==> src/rtl/dac_pacer_pkg.sv <==
// dac_pacer_pkg: shared defaults and FSM state type for the DAC sample pacer
package dac_pacer_pkg;
    localparam int         DAC_W_DEF      = 10;
    localparam logic [9:0] RESET_CODE_DEF = 10'h200;
    typedef enum logic [1:0] {ST_IDLE, ST_PRIME, ST_RUN} state_e;
endpackage

==> src/rtl/dac_sample_fifo.sv <==
// dac_sample_fifo: synchronous FIFO with exact occupancy count
//   clk_i, rst_ni      : clock, async active-low reset
//   push_i, data_i     : write request/data (ignored while full, even if popping)
//   pop_i, data_o      : read request, head of queue (no write-to-read bypass)
//   full_o, empty_o    : status
//   level_o            : occupancy 0..DEPTH
module dac_sample_fifo #(
    parameter int W     = 10,
    parameter int DEPTH = 8
) (
    input  logic                       clk_i,
    input  logic                       rst_ni,
    input  logic                       push_i,
    input  logic [W-1:0]               data_i,
    input  logic                       pop_i,
    output logic [W-1:0]               data_o,
    output logic                       full_o,
    output logic                       empty_o,
    output logic [$clog2(DEPTH):0]     level_o
);
    localparam int AW = $clog2(DEPTH);
    localparam int LW = AW + 1;
    logic [W-1:0]  mem_q [DEPTH];
    logic [AW:0]   wr_q, rd_q;
    logic          push_ok, pop_ok;
    // pointers carry an extra wrap bit so the difference is the exact level
    assign level_o = wr_q - rd_q;
    assign full_o  = level_o == LW'(DEPTH);
    assign empty_o = wr_q == rd_q;
    assign push_ok = push_i && !full_o;
    assign pop_ok  = pop_i && !empty_o;
    assign data_o  = mem_q[rd_q[AW-1:0]];
    always_ff @(posedge clk_i or negedge rst_ni) begin
        if (!rst_ni) begin
            wr_q <= '0;
            rd_q <= '0;
        end else begin
            wr_q <= wr_q + LW'(push_ok);
            rd_q <= rd_q + LW'(pop_ok);
        end
    end
    always_ff @(posedge clk_i) begin
        if (push_ok) mem_q[wr_q[AW-1:0]] <= data_i;
    end
endmodule

==> src/rtl/dac_sample_pacer.sv <==
// dac_sample_pacer: buffers core samples and releases them to the DAC at a fixed rate
//   clk_i, rst_ni          : PLL clock, async active-low reset
//   in_data_i/in_valid_i   : sample from core; in_ready_o = FIFO not full
//   enable_i               : playback enable
//   div_i                  : sample period in clocks (0 behaves as 1)
//   clear_flags_i          : clears underflow_sticky_o (a same-cycle underflow wins)
//   dac_code_o             : registered DAC code
//   sample_strobe_o        : one-cycle pulse when dac_code_o takes a new sample
//   fifo_level_o           : FIFO occupancy
//   underflow_sticky_o     : set when a sample was due but the FIFO was empty
module dac_sample_pacer
    import dac_pacer_pkg::*;
#(
    parameter int               DAC_W       = DAC_W_DEF,
    parameter int               DEPTH       = 8,
    parameter int               PRIME_LEVEL = 4,
    parameter int               DIV_W       = 16,
    parameter logic [DAC_W-1:0] RESET_CODE  = DAC_W'(RESET_CODE_DEF)
) (
    input  logic                    clk_i,
    input  logic                    rst_ni,
    input  logic [DAC_W-1:0]        in_data_i,
    input  logic                    in_valid_i,
    output logic                    in_ready_o,
    input  logic                    enable_i,
    input  logic [DIV_W-1:0]        div_i,
    input  logic                    clear_flags_i,
    output logic [DAC_W-1:0]        dac_code_o,
    output logic                    sample_strobe_o,
    output logic [$clog2(DEPTH):0]  fifo_level_o,
    output logic                    underflow_sticky_o
);
    localparam int LW = $clog2(DEPTH) + 1;
    state_e           state_q, state_d;
    logic [DIV_W-1:0] cnt_q, cnt_d, div_q, div_d, div_eff;
    logic [DAC_W-1:0] dac_q, dac_d, head;
    logic             strobe_q, strobe_d, uf_q, uf_d;
    logic             pop, full, empty, tick;
    dac_sample_fifo #(.W(DAC_W), .DEPTH(DEPTH)) u_fifo (
        .clk_i   (clk_i),
        .rst_ni  (rst_ni),
        .push_i  (in_valid_i),
        .data_i  (in_data_i),
        .pop_i   (pop),
        .data_o  (head),
        .full_o  (full),
        .empty_o (empty),
        .level_o (fifo_level_o)
    );
    assign in_ready_o         = !full;
    assign dac_code_o         = dac_q;
    assign sample_strobe_o    = strobe_q;
    assign underflow_sticky_o = uf_q;
    assign div_eff            = (div_i == '0) ? DIV_W'(1) : div_i;
    // period compared against div captured at RUN entry / last wrap
    assign tick               = (state_q == ST_RUN) && (cnt_q == div_q - 1'b1);
    always_comb begin
        state_d  = state_q;
        cnt_d    = cnt_q;
        div_d    = div_q;
        dac_d    = dac_q;
        strobe_d = 1'b0;
        uf_d     = uf_q && !clear_flags_i;
        pop      = 1'b0;
        case (state_q)
            ST_IDLE: state_d = enable_i ? ST_PRIME : ST_IDLE;
            ST_PRIME: begin
                if (!enable_i) begin
                    state_d = ST_IDLE;
                end else if (fifo_level_o >= LW'(PRIME_LEVEL)) begin
                    state_d = ST_RUN;
                    cnt_d   = '0;
                    div_d   = div_eff;
                end
            end
            ST_RUN: begin
                if (!enable_i) begin
                    state_d = ST_IDLE;
                end else if (tick) begin
                    cnt_d = '0;
                    div_d = div_eff;
                    if (!empty) begin
                        pop      = 1'b1;
                        dac_d    = head;
                        strobe_d = 1'b1;
                    end else begin
                        uf_d    = 1'b1;
                        state_d = ST_PRIME;
                    end
                end else begin
                    cnt_d = cnt_q + 1'b1;
                end
            end
            default: state_d = ST_IDLE;
        endcase
    end
    always_ff @(posedge clk_i or negedge rst_ni) begin
        if (!rst_ni) begin
            state_q  <= ST_IDLE;
            cnt_q    <= '0;
            div_q    <= DIV_W'(1);
            dac_q    <= RESET_CODE;
            strobe_q <= 1'b0;
            uf_q     <= 1'b0;
        end else begin
            state_q  <= state_d;
            cnt_q    <= cnt_d;
            div_q    <= div_d;
            dac_q    <= dac_d;
            strobe_q <= strobe_d;
            uf_q     <= uf_d;
        end
    end
endmodule

==> config.mk <==
export PLATFORM = sky130hd
export DESIGN_NAME = dac_sample_pacer
export DESIGN_NICKNAME = d
export VERILOG_FILES = /design/src/rtl/dac_pacer_pkg.sv /design/src/rtl/dac_sample_fifo.sv /design/src/rtl/dac_sample_pacer.sv
export SDC_FILE = /design/constraint.sdc
export NUM_CORES = 1
export LEC_CHECK = 0
export ABC_CLOCK_PERIOD_IN_PS = 4660
export BUFFER_PORTS_ARGS = -buffer_cell sky130_fd_sc_hd__buf_2
export CORE_AREA = 2 2 110 193
export DETAILED_ROUTE_END_ITERATION = 12
export DIE_AREA = 0 0 112 195
export PLACE_DENSITY = 0.51
export SYNTH_ARGS = -nofsm -noshare
export SYNTH_HDL_FRONTEND = slang
export SYNTH_SLANG_ARGS = --single-unit
==> constraint.sdc <==
create_clock -name clk_i -period 4.66 [get_ports clk_i]
set_input_delay 0.233 -clock clk_i [delete_from_list [all_inputs] [get_ports clk_i]]
set_output_delay 0.233 -clock clk_i [all_outputs]
set_load 0.05 [all_outputs]
==> metrics.cfg <==
[pwr]
power_density_nw_per_um2 = 537
p_sw_mw = 1.20
internal-power_mw = 2.64
leakagePower_nw = 2.77
swShare_pct = 31.3
p_seq_share_pct = 42.9
pwr-share-comb_pct = 25.0
clock_power_share_pct = 32.1
vdd_drop_max_v = 0.000351

[worst_setup_path]
ff2ff_path_depth = 8
worstSetupPathType = register to register
critPathCaptureType = register
cp_max_fo = 10
cp.arrival_ns = 3.69
reg2reg_from = div_q[6]$_DFFE_PN0P_
ff2ff_setup_slack_ns = 1.26
cp.required_ns = 4.95
reg2reg_to = dac_code_o[7]$_DFFE_PN0P_
cp-startpoint = div_q[6]$_DFFE_PN0P_
cp-start-kind = register

[floorplanning]
chipHeight_microns = 195
die_x_microns = 112
io_pins = 48
dieArea_sq_um = 21800
core_area_sq_um = 20200
row_count = 69
start_util_pct = 29.7

[sta]
slew_violations = 0
maxSlewHeadroom_pct = 47.6
setup_slack_ns = 1.26
setup_viol_count_final = 0
hold_viol_final = 0
skew_ns = 0.00541
fmax_ghz = 0.294
grt_setup_unrepaired = no
tns_ns = 0
tightest_slew_ns = 0.783
fin_crit_sh_pct = 73.0
period_minus_slack_ns = 3.40

[clock_network]
post_cts_buffers = 0
clk_latency_ns = 0.41
cts.root.buffer_cell = clkbuf_16
cts_made_buffers = 17
h-tree-depth = 4
clock_path_buffers = 2
cts_num_sinks = 134
cts_tree = yes
clk_pin_slew_ns = 0.06

[detailed_routing]
drtIter0Drc = 155
drtPass1Iterations = 4
antenna_left = 0
num_vias = 3628
drt-wirelength-per-cell_microns = 18.1
drt_wl_total_microns = 13700
drc = 0
via_per_inst = 4.79

[yosys]
avgSynthCellArea_sq_um = 14.0
yosysTopAreaCell = edfxtp_1
synth_seq_cells = 134
yosys.cell_count.top_type = edfxtp_1
synth_top_area_share_pct = 40.0
netlist_area_sq_um = 6010
synthFlopType = edfxtp_1
synthCells = 429
syn-num-nets = 470
synth.top_cells.by_area = edfxtp_1 (40%), dfrtp_1 (22%), mux4_2 (7.5%)
ys_seq_area_share_pct = 62.5
synth_edf_count = 80
synth_commonest_cells = edfxtp_1 (80), dfrtp_1 (52), nand2_1 (48)
yosys.cell_types.count = 48
yosys_warnings = 0
synthArstFlopShare_pct = 40.3

[global_route]
globalRouteOverflowTotal = 0
grt_use_total_pct = 13.1
grt_pass1_wl_microns = 21300
grt_pass1_vias = 4046
grt_start_max_net_pins = 55
grt_antenna_before_repair = 0

[job]
maxCapViolCount = 0

[final_layout]
drive_gt1_share_pct = 27.5
fill_cells = 2029
fin_nets = 539
fin_util_pct = 35.5
multi_input_area_sq_um = 2150
diodes = 0
ff_latch_area_sq_um = 3760
syn_to_final_growth_pct = 19.3
fin_area_sq_um = 7170
layout.cells.non_filler = 758

[worst_hold_path]
hp-start = div_i[4]
holdPathStages = 2
min_path_type = input pin to register
min_to = div_q[4]$_DFFE_PN0P_

[place]
placed_cells = 726
io_buffer_count = 47
place_ws_ns = 1.24
dpl.hpwl_microns = 9780
placed_area_sq_um = 6620
place.gp.congestion = 0.784

[outcome]
status = completed

## worst max path at each step
| stage | to | cells past startpoint | slack (ns) |
|---|---|---|---|
| after global routing | dac_code_o[4]$_DFFE_PN0P_ | 8 | 0.95 |
| after global placement | dac_code_o[8]$_DFFE_PN0P_ | 8 | 1.28 |
| after detailed placement | dac_code_o[7]$_DFFE_PN0P_ | 8 | 1.24 |
| after floorplan | u_fifo.wr_q[2]$_DFF_PN0_ | 11 | 0.54 |
| after CTS | dac_code_o[7]$_DFFE_PN0P_ | 8 | 1.23 |
| final | dac_code_o[7]$_DFFE_PN0P_ | 8 | 1.26 |
## per-layer routing
| metal | GRT usage [%] | part of all wire [%] | wire length (microns) | vias up |
|---|---|---|---|---|
| met3 | 3.41 | 3.3 | 448 | 25 |
| met5 | 0 | 0 | 0 | - |
| met2 | 25.8 | 59 | 8060 | 68 |
| li1 | - | - | - | 1720 |
| met4 | 6.23 | 3.1 | 424 | 0 |
| met1 | 12.2 | 35 | 4780 | 1815 |
## placed cells by master, fill, tap and decap left out, drive strengths merged, types with 4 or more instances in the layout
cell	n
and3	5
buf	63
clkbuf	18
clkinv	10
dfrtp	52
edfxtp	80
ha	9
inv	12
mux2	25
mux4	20
nand2	48
nand3	18
nand3b	5
nand4	7
nor2	31
nor3	8
nor4	9
o21ai	7
o22ai	4
xnor2	22
xor2	19
## per-stage QoR
step | hold WS (ns) | power [mW]
after detailed placement | 0.428 | 2.65
after global routing | 0.0578 | 4.04
after CTS | 0.0545 | 3.90
final | 0.0701 | 3.85
after floorplan | -0.0626 | 2.36
after global placement | 0.412 | 2.63
## flip-flops by register name, summed over array words and instances (netlist names)
register / flops
sample_strobe_o: 1
div_q: 16
u_fifo.wr_q: 4
cnt_q: 16
state_q: 2
u_fifo.rd_q: 4
dac_code_o: 10
u_fifo.mem_q: 80
underflow_sticky_o: 1
## power groups by stage
| stage | clock network (mW) | logic (mW) | registers (mW) |
|---|---|---|---|
| floorplan | 0 | 0.742 | 1.62 |
| global placement | 0 | 0.968 | 1.66 |
| detailed placement | 0 | 0.978 | 1.68 |
| CTS | 1.26 | 0.982 | 1.65 |
| global route | 1.30 | 1.06 | 1.68 |
| finish | 1.24 | 0.962 | 1.65 |
## cell type report
class	count	share of cell area [%]
clock buffers	18	5.98
inverters	12	0.628
repair buffers	64	5.10
multi-input cells	269	30.0
clock inverters	13	1.61
flip-flops and latches	134	52.4
well taps	248	4.33
## cell families after synthesis
group / after synthesis / share of synthesized area (%)
muxes: 48 / 12.7
xor gates and xnor gates: 41 / 5.98
AOI/OAI and AO/OA: 26 / 2.89
buffers and inverters: 26 / 1.79
DFF: 134 / 62.5
and+or+nand+nor: 144 / 12.0
adders and majority gates: 10 / 2.21
## repair_timing
| item | 4_1_cts | 5_1_grt |
|---|---|---|
| hold buffers | 1 | 0 |
| gates resized for setup | 0 | 0 |
| endpoints found under the hold margin | 27 | 0 |
## critical path, cell delays in order, from the launching register on
cell	delay [ns]
dfrtp_1	0.45
nor4_1	0.58
nand3b_1	0.26
nor4_1	0.42
o21ai_1	0.11
nor4_1	0.23
nand3_2	0.25
nor3_4	0.55
mux2_2	0.41
(Power assumes the default switching activity.)
